--- config.mk ---
export PLATFORM = sky130hd
export DESIGN_NAME = multicycle_sequencer
export DESIGN_NICKNAME = d
export VERILOG_FILES = /design/src/rtl/cpu_pkg.sv /design/src/rtl/mem_watchdog.sv /design/src/rtl/multicycle_sequencer.sv
export SDC_FILE = /design/constraint.sdc
export NUM_CORES = 1
export LEC_CHECK = 0
export BUFFER_PORTS_ARGS = -buffer_cell sky130_fd_sc_hd__buf_2
export CORE_MARGIN = 3
export CORE_UTILIZATION = 55
export CTS_CLUSTER_DIAMETER = 200
export DETAILED_ROUTE_END_ITERATION = 7
export HOLD_SLACK_MARGIN = 0.1
export PLACE_DENSITY = 0.79
export SKIP_CTS_REPAIR_TIMING = 1
export SLEW_MARGIN = 20
export SYNTH_ARGS = -nofsm -noshare
export SYNTH_HDL_FRONTEND = slang
export SYNTH_HIERARCHICAL = 1
export SYNTH_SLANG_ARGS = --single-unit
export TNS_END_PERCENT = 5
--- constraint.sdc ---
create_clock -name clk -period 2.7 [get_ports clk]
set_input_delay 0.135 -clock clk [delete_from_list [all_inputs] [get_ports clk]]
set_output_delay 0.135 -clock clk [all_outputs]
set_load 0.02 [all_outputs]
--- src/rtl/cpu_pkg.sv ---
// rtl/cpu_pkg.sv - opcode, class, state and pc_src encodings shared by the sequencer and control_unit
package cpu_pkg;

    localparam logic [3:0] OP_ALU_MAX  = 4'd4;
    localparam logic [3:0] OP_BNE      = 4'd5;
    localparam logic [3:0] OP_LOAD     = 4'd6;
    localparam logic [3:0] OP_STORE    = 4'd7;
    localparam logic [3:0] OP_JUMP     = 4'd8;

    localparam logic [2:0] CLS_ALU     = 3'd0;
    localparam logic [2:0] CLS_BNE     = 3'd1;
    localparam logic [2:0] CLS_LOAD    = 3'd2;
    localparam logic [2:0] CLS_STORE   = 3'd3;
    localparam logic [2:0] CLS_JUMP    = 3'd4;
    localparam logic [2:0] CLS_ILLEGAL = 3'd5;

    localparam logic [2:0] ST_IDLE     = 3'd0;
    localparam logic [2:0] ST_FETCH    = 3'd1;
    localparam logic [2:0] ST_DECODE   = 3'd2;
    localparam logic [2:0] ST_EXEC     = 3'd3;
    localparam logic [2:0] ST_MEM      = 3'd4;
    localparam logic [2:0] ST_WB       = 3'd5;
    localparam logic [2:0] ST_HALT     = 3'd6;

    localparam logic [1:0] PC_NEXT     = 2'b00;
    localparam logic [1:0] PC_BRANCH   = 2'b01;
    localparam logic [1:0] PC_JUMP     = 2'b10;

    function automatic logic [2:0] op_class(input logic [3:0] op);
        if (op <= OP_ALU_MAX)    return CLS_ALU;
        else if (op == OP_BNE)   return CLS_BNE;
        else if (op == OP_LOAD)  return CLS_LOAD;
        else if (op == OP_STORE) return CLS_STORE;
        else if (op == OP_JUMP)  return CLS_JUMP;
        else                     return CLS_ILLEGAL;
    endfunction

endpackage

--- src/rtl/mem_watchdog.sv ---
// rtl/mem_watchdog.sv - counts consecutive memory wait cycles and flags expiry at LIMIT
module mem_watchdog #(
    parameter int LIMIT = 255
) (
    input  logic clk,
    input  logic rst,
    input  logic i_wait,
    input  logic i_clear,
    output logic o_expired
);

    localparam logic [15:0] LAST = 16'(LIMIT - 1);

    logic [15:0] r_count;

    // Expiry is flagged on the LIMIT-th waiting cycle, so a ready in that cycle clears i_wait and wins.
    assign o_expired = i_wait && (r_count == LAST);

    always_ff @(posedge clk or posedge rst) begin
        if (rst) begin
            r_count <= 16'd0;
        end else if (i_clear || o_expired) begin
            r_count <= 16'd0;
        end else if (i_wait) begin
            r_count <= r_count + 16'd1;
        end
    end

endmodule

--- src/rtl/multicycle_sequencer.sv ---
// rtl/multicycle_sequencer.sv - multi-cycle fetch/decode/execute/mem/write-back control FSM
module multicycle_sequencer
    import cpu_pkg::*;
#(
    parameter int MEM_TIMEOUT = 255,
    parameter int RET_W       = 16
) (
    input  logic             clk,
    input  logic             rst,
    input  logic [3:0]       opcode,
    input  logic             alu_zero,
    input  logic             imem_ready,
    input  logic             dmem_ready,
    output logic             imem_req,
    output logic             ir_load,
    output logic             dmem_req,
    output logic             dmem_we,
    output logic             alu_src,
    output logic             reg_write,
    output logic             mem_to_reg,
    output logic             pc_write,
    output logic [1:0]       pc_src,
    output logic             illegal_op,
    output logic             mem_err,
    output logic             retire,
    output logic [RET_W-1:0] retired_cnt
);

    logic [2:0]       r_state;
    logic [2:0]       r_class;
    logic             r_mem_err;
    logic [RET_W-1:0] r_retired_cnt;
    logic [2:0]       w_next_state;
    logic [2:0]       w_dec_class;
    logic             w_wait;
    logic             w_expired;

    assign w_dec_class = op_class(opcode);
    assign w_wait      = ((r_state == ST_FETCH) && !imem_ready) ||
                         ((r_state == ST_MEM) && !dmem_ready);
    assign mem_err     = r_mem_err;
    assign retired_cnt = r_retired_cnt;

    mem_watchdog #(.LIMIT(MEM_TIMEOUT)) u_watchdog (
        .clk       (clk),
        .rst       (rst),
        .i_wait    (w_wait),
        .i_clear   (!w_wait),
        .o_expired (w_expired)
    );

    always_comb begin
        w_next_state = r_state;
        imem_req     = 1'b0;
        ir_load      = 1'b0;
        dmem_req     = 1'b0;
        dmem_we      = 1'b0;
        alu_src      = 1'b0;
        reg_write    = 1'b0;
        mem_to_reg   = 1'b0;
        pc_write     = 1'b0;
        pc_src       = PC_NEXT;
        illegal_op   = 1'b0;
        retire       = 1'b0;
        case (r_state)
            ST_IDLE: w_next_state = ST_FETCH;
            ST_FETCH: begin
                imem_req = 1'b1;
                if (imem_ready) begin
                    ir_load      = 1'b1;
                    w_next_state = ST_DECODE;
                end else if (w_expired) begin
                    w_next_state = ST_HALT;
                end
            end
            ST_DECODE: begin
                if (w_dec_class == CLS_ILLEGAL) begin
                    illegal_op   = 1'b1;
                    pc_write     = 1'b1;
                    retire       = 1'b1;
                    w_next_state = ST_FETCH;
                end else begin
                    w_next_state = ST_EXEC;
                end
            end
            ST_EXEC: begin
                alu_src = (r_class != CLS_JUMP);
                case (r_class)
                    CLS_ALU:             w_next_state = ST_WB;
                    CLS_LOAD, CLS_STORE: w_next_state = ST_MEM;
                    CLS_BNE: begin
                        pc_write     = 1'b1;
                        pc_src       = alu_zero ? PC_NEXT : PC_BRANCH;
                        retire       = 1'b1;
                        w_next_state = ST_FETCH;
                    end
                    default: begin
                        pc_write     = 1'b1;
                        pc_src       = PC_JUMP;
                        retire       = 1'b1;
                        w_next_state = ST_FETCH;
                    end
                endcase
            end
            ST_MEM: begin
                dmem_req = 1'b1;
                alu_src  = 1'b1;
                dmem_we  = (r_class == CLS_STORE);
                if (dmem_ready) begin
                    if (r_class == CLS_STORE) begin
                        pc_write     = 1'b1;
                        retire       = 1'b1;
                        w_next_state = ST_FETCH;
                    end else begin
                        w_next_state = ST_WB;
                    end
                end else if (w_expired) begin
                    w_next_state = ST_HALT;
                end
            end
            ST_WB: begin
                reg_write    = 1'b1;
                mem_to_reg   = (r_class == CLS_LOAD);
                pc_write     = 1'b1;
                retire       = 1'b1;
                w_next_state = ST_FETCH;
            end
            ST_HALT: w_next_state = ST_HALT;
            default: w_next_state = ST_IDLE;
        endcase
    end

    always_ff @(posedge clk or posedge rst) begin
        if (rst) begin
            r_state       <= ST_IDLE;
            r_class       <= CLS_ALU;
            r_mem_err     <= 1'b0;
            r_retired_cnt <= '0;
        end else begin
            r_state <= w_next_state;
            if (r_state == ST_DECODE) begin
                r_class <= w_dec_class;
            end
            if (w_expired) begin
                r_mem_err <= 1'b1;
            end
            if (retire) begin
                r_retired_cnt <= r_retired_cnt + {{(RET_W-1){1'b0}}, 1'b1};
            end
        end
    end

endmodule

After elaboration in Yosys (flattened, before gate mapping)
Index checks and enable logic that the tools add are counted.
{"block": "word_totals", "regBits": 39, "input_bits": 9, "word_cells": 69}
{"block": "classes", "addsub": 2, "n_reduce_logical": 14, "muxes": 31, "order_cmp": 1, "n_eq_ne": 16}
{"operator": "$add 16x1->16 const B", "n": 2}
{"operator": "$mux 16", "n": 2}
{"operator": "$mux 3", "n": 8}
{"operator": "$pmux 3 s6", "n": 1}
{"operator": "$eq 16x8->1 const B", "n": 1}
{"operator": "$mux 1", "n": 14}
{"operator": "$eq 3x2->1 const B", "n": 4}
{"operator": "$eq 3x3->1 const B", "n": 4}
{"operator": "$eq 4x3->1 const B", "n": 3}
{"operator": "$eq 3x1->1 const B", "n": 2}
{"operator": "$logic_not 3->1", "n": 2}
{"operator": "$pmux 3 s2", "n": 1}
{"operator": "$eq 4x4->1 const B", "n": 1}
{"operator": "$le 4x3->1 const B", "n": 1}
{"operator": "$mux 2", "n": 2}
{"operator": "$pmux 1 s4", "n": 1}
{"operator": "$pmux 2 s2", "n": 1}
{"operator": "$reduce_or 2->1", "n": 2}
{"operator": "$logic_and 1x1->1", "n": 3}
{"operator": "$logic_not 1->1", "n": 3}
{"operator": "$ne 3x3->1 const B", "n": 1}
{"operator": "$reduce_or 3->1", "n": 1}
{"operator": "$logic_or 1x1->1", "n": 2}
{"operator": "$pmux 1 s2", "n": 1}
{"operator": "$reduce_bool 2->1", "n": 1}

Depth between registers and ports, before layout
{"block": "depth", "word_depth": 9, "ltp_mapped": 10}

Cells and area by module
The synthesis kept the hierarchy.
{"mod": "multicycle_sequencer", "instances": 1, "cells_each": 127, "area_per_inst_um2": 1313.8}
{"mod": "mem_watchdog", "instances": 1, "cells_each": 87, "area_per_inst_um2": 840.8}

Least setup slack after synthesis
OpenSTA, ideal clock, no wires.
{"block": "synth_timing", "path_type": "flip-flop to flip-flop", "start": "register r_state[1]", "end": "register r_state[0]", "path_slack_ns": 0.279, "path_stages_with_launch": 11, "n_path_buf": 3, "arrival_time_ns": 2.299, "cell_sequence": "dfrtp_1 > buf_6 > nand2b_1 > buf_6 > o32ai_1 > buf_2 > nand2_1 > or4_4 > nor3_1 > o32a_1 > o21ai_1"}
{"block": "synth_between", "elab_chain_len": 7}
{"item": "from (decl)", "line_no": "multicycle_sequencer.sv:29", "rtl": "logic [2:0] r_state;"}
{"item": "from (signal assigned)", "line_no": "multicycle_sequencer.sv:140", "rtl": "r_state <= w_next_state;"}
{"item": "$eq 3x1->1 or $eq 3x3->1 (tied branches)", "line_no": "multicycle_sequencer.sv:39, multicycle_sequencer.sv:40"}
{"item": "$logic_and 1x1->1, on equally long branches", "line_no": "multicycle_sequencer.sv:39, multicycle_sequencer.sv:40"}
{"item": "$logic_or 1x1->1 (*)", "line_no": "multicycle_sequencer.sv:39", "rtl": "assign w_wait = ((r_state == ST_FETCH) && !imem_ready) ||"}
{"item": "net w_wait", "line_no": "multicycle_sequencer.sv:35", "rtl": "logic w_wait;"}
{"item": "$logic_and 1x1->1 (*)", "line_no": "mem_watchdog.sv:17", "rtl": "assign o_expired = i_wait && (r_count == LAST);"}
{"item": "net w_expired", "line_no": "multicycle_sequencer.sv:36", "rtl": "logic w_expired;"}
{"item": "$mux 3 (*)"}
{"item": "$mux 3, on equally long branches"}
{"item": "$pmux 3 s6 (*)", "line_no": "multicycle_sequencer.sv:65", "rtl": "case (r_state)"}
{"item": "net w_next_state[0]", "line_no": "multicycle_sequencer.sv:33", "rtl": "logic [2:0] w_next_state;"}
The timed path passes the listed nets; every way through them passes the cells marked *.
A chain may end at the register's enable or synchronous reset.

Worst setup path after layout
{"block": "layout_timing", "start": "register r_state[2]", "end": "register r_state[0]"}
The elaborated chain is that of the path after synthesis.

==> run_summary.xml <==
<?xml version="1.0" encoding="UTF-8"?>
<metrics>
  <group name="clock_network">
    <metric name="cts_max_path_buffers" unit="">2</metric>
    <metric name="cts.root.buffer_cell" unit="">sky130_fd_sc_hd__clkbuf_8</metric>
    <metric name="cts.sink_count" unit="">39</metric>
    <metric name="tritoncts.num_buffers" unit="">5</metric>
    <metric name="clk_latency" unit="ns">0.29</metric>
    <metric name="cts_tree" unit="">built</metric>
    <metric name="clk_pin_slew" unit="ns">0.08</metric>
    <metric name="h-tree-depth" unit="">2</metric>
  </group>
  <group name="setup_path">
    <metric name="crit_chain" unit="">or3_1, o32ai_1, nand2_1, or4_4, nor3_1, o32a_1, o21ai_1</metric>
    <metric name="r2r_setup_slack" unit="ns">0.14</metric>
    <metric name="cp_slowest_stage_delay" unit="ns">0.46</metric>
    <metric name="cp-start-kind" unit="">flip-flop</metric>
    <metric name="crit_end" unit="">r_state[0]$_DFF_PP0_</metric>
    <metric name="crit_path_start" unit="">r_state[2]$_DFF_PP0_</metric>
    <metric name="critical_path_cell_count" unit="">7</metric>
    <metric name="critPathTopFamily" unit="">simple AND/OR/NAND/NOR gates</metric>
    <metric name="r2r-end" unit="">r_state[0]$_DFF_PP0_</metric>
    <metric name="worstPathMaxFanout" unit="">8</metric>
    <metric name="critPathCaptureType" unit="">flip-flop</metric>
    <metric name="r2r-start" unit="">r_state[2]$_DFF_PP0_</metric>
    <metric name="timing.critical_path.buf_inv" unit="">0</metric>
    <metric name="ff2ff_path_depth" unit="">7</metric>
    <metric name="timing_worst_setup_path_type" unit="">reg -&gt; reg</metric>
    <metric name="cp_data_required_time" unit="ns">2.88</metric>
    <metric name="worstPathArrival" unit="ns">2.74</metric>
    <metric name="standard_cell_with_the_maximum_stage_delay_on_the_critical_path" unit="">sky130_fd_sc_hd__dfrtp_1</metric>
  </group>
  <group name="timing">
    <metric name="tightest_slew" unit="ns">0.874</metric>
    <metric name="layout_min_cycle_time" unit="ns">2.56</metric>
    <metric name="setup_viol" unit="">0</metric>
    <metric name="min_period_over_period" unit="%">94.8</metric>
    <metric name="rsz0062_at_grt" unit="">no</metric>
    <metric name="setup-tns-final" unit="ns">0</metric>
    <metric name="worst_clock_skew_on_the_final_layout" unit="ns">0.00532</metric>
    <metric name="fmax" unit="MHz">391</metric>
    <metric name="timing.hold.ws" unit="ns">0.101</metric>
    <metric name="final_hold_viol_count" unit="">0</metric>
    <metric name="maxSlewViolCount" unit="">0</metric>
    <metric name="relSlewSlack" unit="%">41.6</metric>
  </group>
  <group name="synthesis">
    <metric name="asyncSetResetFlopFracSynth" unit="%">100</metric>
    <metric name="post-synth-top-area-cell" unit="">sky130_fd_sc_hd__dfrtp_1</metric>
    <metric name="mappedNetlistArea" unit="sq um">2150</metric>
    <metric name="yosys.area.top_type_share" unit="%">45.3</metric>
    <metric name="yosys_most_used_dff" unit="">sky130_fd_sc_hd__dfrtp_1</metric>
    <metric name="synth-edff-count" unit="">0</metric>
    <metric name="ys_top_cells_by_area" unit="">sky130_fd_sc_hd__dfrtp_1, sky130_fd_sc_hd__xnor2_1, sky130_fd_sc_hd__nor2_1</metric>
    <metric name="postSynthNetCount" unit="">226</metric>
    <metric name="synth_warnings" unit="">6</metric>
    <metric name="synth_area_per_cell" unit="sq um">10.1</metric>
    <metric name="synthesis.instances" unit="">214</metric>
    <metric name="synth_sequential_area_ratio" unit="%">45.3</metric>
    <metric name="synthDistinctLibCells" unit="">49</metric>
    <metric name="ys_seq_elements" unit="">39</metric>
  </group>
  <group name="hold_path">
    <metric name="hold_path.startpoint" unit="">opcode[1]</metric>
    <metric name="worst_hold_path_type" unit="">in -&gt; reg</metric>
  </group>
  <group name="global_route">
    <metric name="grt_pass1_wl" unit="um">7200</metric>
    <metric name="met1_usage" unit="%">27.6</metric>
    <metric name="maximum_number_of_pins_on_one_net_before_global_route_repair" unit="">24</metric>
    <metric name="grt-ovfl-total" unit="">0</metric>
    <metric name="first_global_vias" unit="">1596</metric>
    <metric name="grt_resource_usage_total" unit="%">20.5</metric>
    <metric name="busiest_grt_layer" unit="">met2</metric>
    <metric name="initial_antenna_violation_count" unit="">0</metric>
    <metric name="use_met2" unit="%">32.5</metric>
    <metric name="use_met3" unit="%">4.54</metric>
  </group>
  <group name="placed_design">
    <metric name="dpl_cell_area" unit="sq um">2370</metric>
    <metric name="globalplace.congestion" unit="">0.867</metric>
    <metric name="io_buffer_count" unit="">37</metric>
    <metric name="post-dp-hpwl" unit="um">3140</metric>
    <metric name="dp.cells" unit="">296</metric>
  </group>
  <group name="drt">
    <metric name="drt_iter0_markers" unit="">107</metric>
    <metric name="routed_wire_length" unit="um">4280</metric>
    <metric name="via_to_cell_ratio" unit="">5.62</metric>
    <metric name="postRouteAntennaNets" unit="">0</metric>
    <metric name="vias" unit="">1713</metric>
    <metric name="number_of_detailed_route_iterations_in_the_first_pass" unit="">4</metric>
    <metric name="wire_per_inst" unit="um">14.0</metric>
    <metric name="route.detailed.drc" unit="">0</metric>
  </group>
  <group name="layout">
    <metric name="final-instance-count-excl-fill" unit="">305</metric>
    <metric name="final_design_area_no_fill" unit="sq um">2490</metric>
    <metric name="final.fill_count" unit="">298</metric>
    <metric name="areaGrowthSynthToFinish" unit="%">15.8</metric>
    <metric name="antenna-diode-count" unit="">0</metric>
    <metric name="final_core_util" unit="%">67.1</metric>
    <metric name="finalNetCount" unit="">268</metric>
    <metric name="final_layout_size_suffix_gt1_share" unit="%">25.3</metric>
  </group>
  <group name="die">
    <metric name="die_area" unit="sq um">4700</metric>
    <metric name="floorplan.initialDensity" unit="%">58.0</metric>
    <metric name="core" unit="sq um">3720</metric>
    <metric name="core.rowCount" unit="">22</metric>
    <metric name="dieWidth" unit="um">68.6</metric>
    <metric name="height_of_the_die" unit="um">68.6</metric>
    <metric name="io-pin-count" unit="">38</metric>
  </group>
  <group name="pwr">
    <metric name="cellLeakagePower" unit="nW">1.13</metric>
    <metric name="vdd.ir_drop.worst" unit="mV">0.592</metric>
    <metric name="powerDensity" unit="nW/um^2">875</metric>
  </group>
  <group name="run_status">
    <metric name="status" unit="">finished clean</metric>
  </group>
  <group name="job">
    <metric name="max_cap_violations" unit="">0</metric>
  </group>
</metrics>
[placed cells by master (no fill, tap or decap), types with 5 or more instances in the layout]
cell type                  instances
sky130_fd_sc_hd__nand4_1          14
sky130_fd_sc_hd__nor4_1            6
sky130_fd_sc_hd__and3_1            5
sky130_fd_sc_hd__xor2_1            5
sky130_fd_sc_hd__nand2_1          20
sky130_fd_sc_hd__clkbuf_8          6
sky130_fd_sc_hd__nor2_1           24
sky130_fd_sc_hd__inv_1             8
sky130_fd_sc_hd__dfrtp_1          39
sky130_fd_sc_hd__xnor2_1          23
sky130_fd_sc_hd__buf_2            37
[per-stage QoR]
| step | power (W) | setup WS, ns |
|---|---|---|
| 2_1_floorplan | 0.00150 | 0.279 |
| 3_3_place_gp | 0.00167 | 0.293 |
| 3_5_place_dp | 0.00169 | 0.200 |
| 4_1_cts | 0.00220 | 0.186 |
| 5_1_grt | 0.00233 | 0.00690 |
| 6_report | 0.00218 | 0.141 |
[flip-flops by register name (all words and copies together), names as in the netlist]
| name | count |
|---|---|
| r_class | 3 |
| mem_err | 1 |
| retired_cnt | 16 |
| r_state | 3 |
| u_watchdog/r_count | 16 |
[layout make-up]
type	instances	area, sq um	share of cell area [%]
Multi-Input combinational cell	159	1080	43.4
Timing Repair Buffer	42	225	9.03
Tap cell	48	60.1	2.41
Inverter	9	33.8	1.35
Sequential cell	39	976	39.1
Clock buffer	6	82.6	3.31
Clock inverter	2	35.0	1.40
[cell families (layout without fill, tap and decap cells)]
logic type	after synthesis	after routing	synth area share [%]
buffers and inverters	16	59	4.47
DFF	39	39	45.3
muxes	2	2	1.22
adders and majority gates	3	3	1.74
and+or+nand+nor	97	97	24.3
AOI/OAI and AO/OA	29	29	11.6
xor gates and xnor gates	28	28	11.4
[where the power goes]
group          switching, W  internal (W)
sequential         0.000134      0.000679
combinational      0.000539      0.000330
clock              0.000203      0.000299
total              0.000876       0.00131
[worst min path at each step]
stage                     slack (ns)                                 to  cells past startpoint
after floorplan                 0.05  u_watchdog/r_count[0]$_DFFE_PP0P_                      1
after global placement          0.25  u_watchdog/r_count[4]$_DFFE_PP0P_                      2
after detailed placement        0.25  u_watchdog/r_count[2]$_DFFE_PP0P_                      2
after CTS                      -0.06  u_watchdog/r_count[2]$_DFFE_PP0P_                      2
after global routing            0.12             r_class[1]$_DFFE_PP0P_                      3
final                           0.10             r_class[1]$_DFFE_PP0P_                      3
[cell usage after synthesis, types with 3 or more instances]
library cell,n
sky130_fd_sc_hd__dfrtp_1,39
sky130_fd_sc_hd__nor2_1,24
sky130_fd_sc_hd__xnor2_1,23
sky130_fd_sc_hd__nand2_1,20
sky130_fd_sc_hd__nand4_1,14
sky130_fd_sc_hd__inv_1,8
sky130_fd_sc_hd__nor4_1,6
sky130_fd_sc_hd__and3_1,5
sky130_fd_sc_hd__xor2_1,5
sky130_fd_sc_hd__a21oi_1,4
sky130_fd_sc_hd__buf_6,4
sky130_fd_sc_hd__nand3_1,4
sky130_fd_sc_hd__o21ai_0,4
sky130_fd_sc_hd__or3_1,4
sky130_fd_sc_hd__ha_1,3
sky130_fd_sc_hd__o21ai_2,3
sky130_fd_sc_hd__o22ai_1,3
[worst register-to-register path, cell delays in order (launching register included)]
cell and delay (ns):
sky130_fd_sc_hd__dfrtp_1 0.46, sky130_fd_sc_hd__or3_1 0.45, sky130_fd_sc_hd__o32ai_1 0.21, sky130_fd_sc_hd__nand2_1 0.17, sky130_fd_sc_hd__or4_4 0.46, sky130_fd_sc_hd__nor3_1 0.39
sky130_fd_sc_hd__o32a_1 0.24, sky130_fd_sc_hd__o21ai_1 0.07
[metal layers]
metal / wire, um / part of all wire, % / vias up
li1: - / - / 839
met2: 2010 / 47 / 49
met5: 0 / 0 / -
met1: 2010 / 47 / 820
met3: 220 / 5.1 / 5
met4: 52 / 1.2 / 0
(Power assumes the default switching activity.)
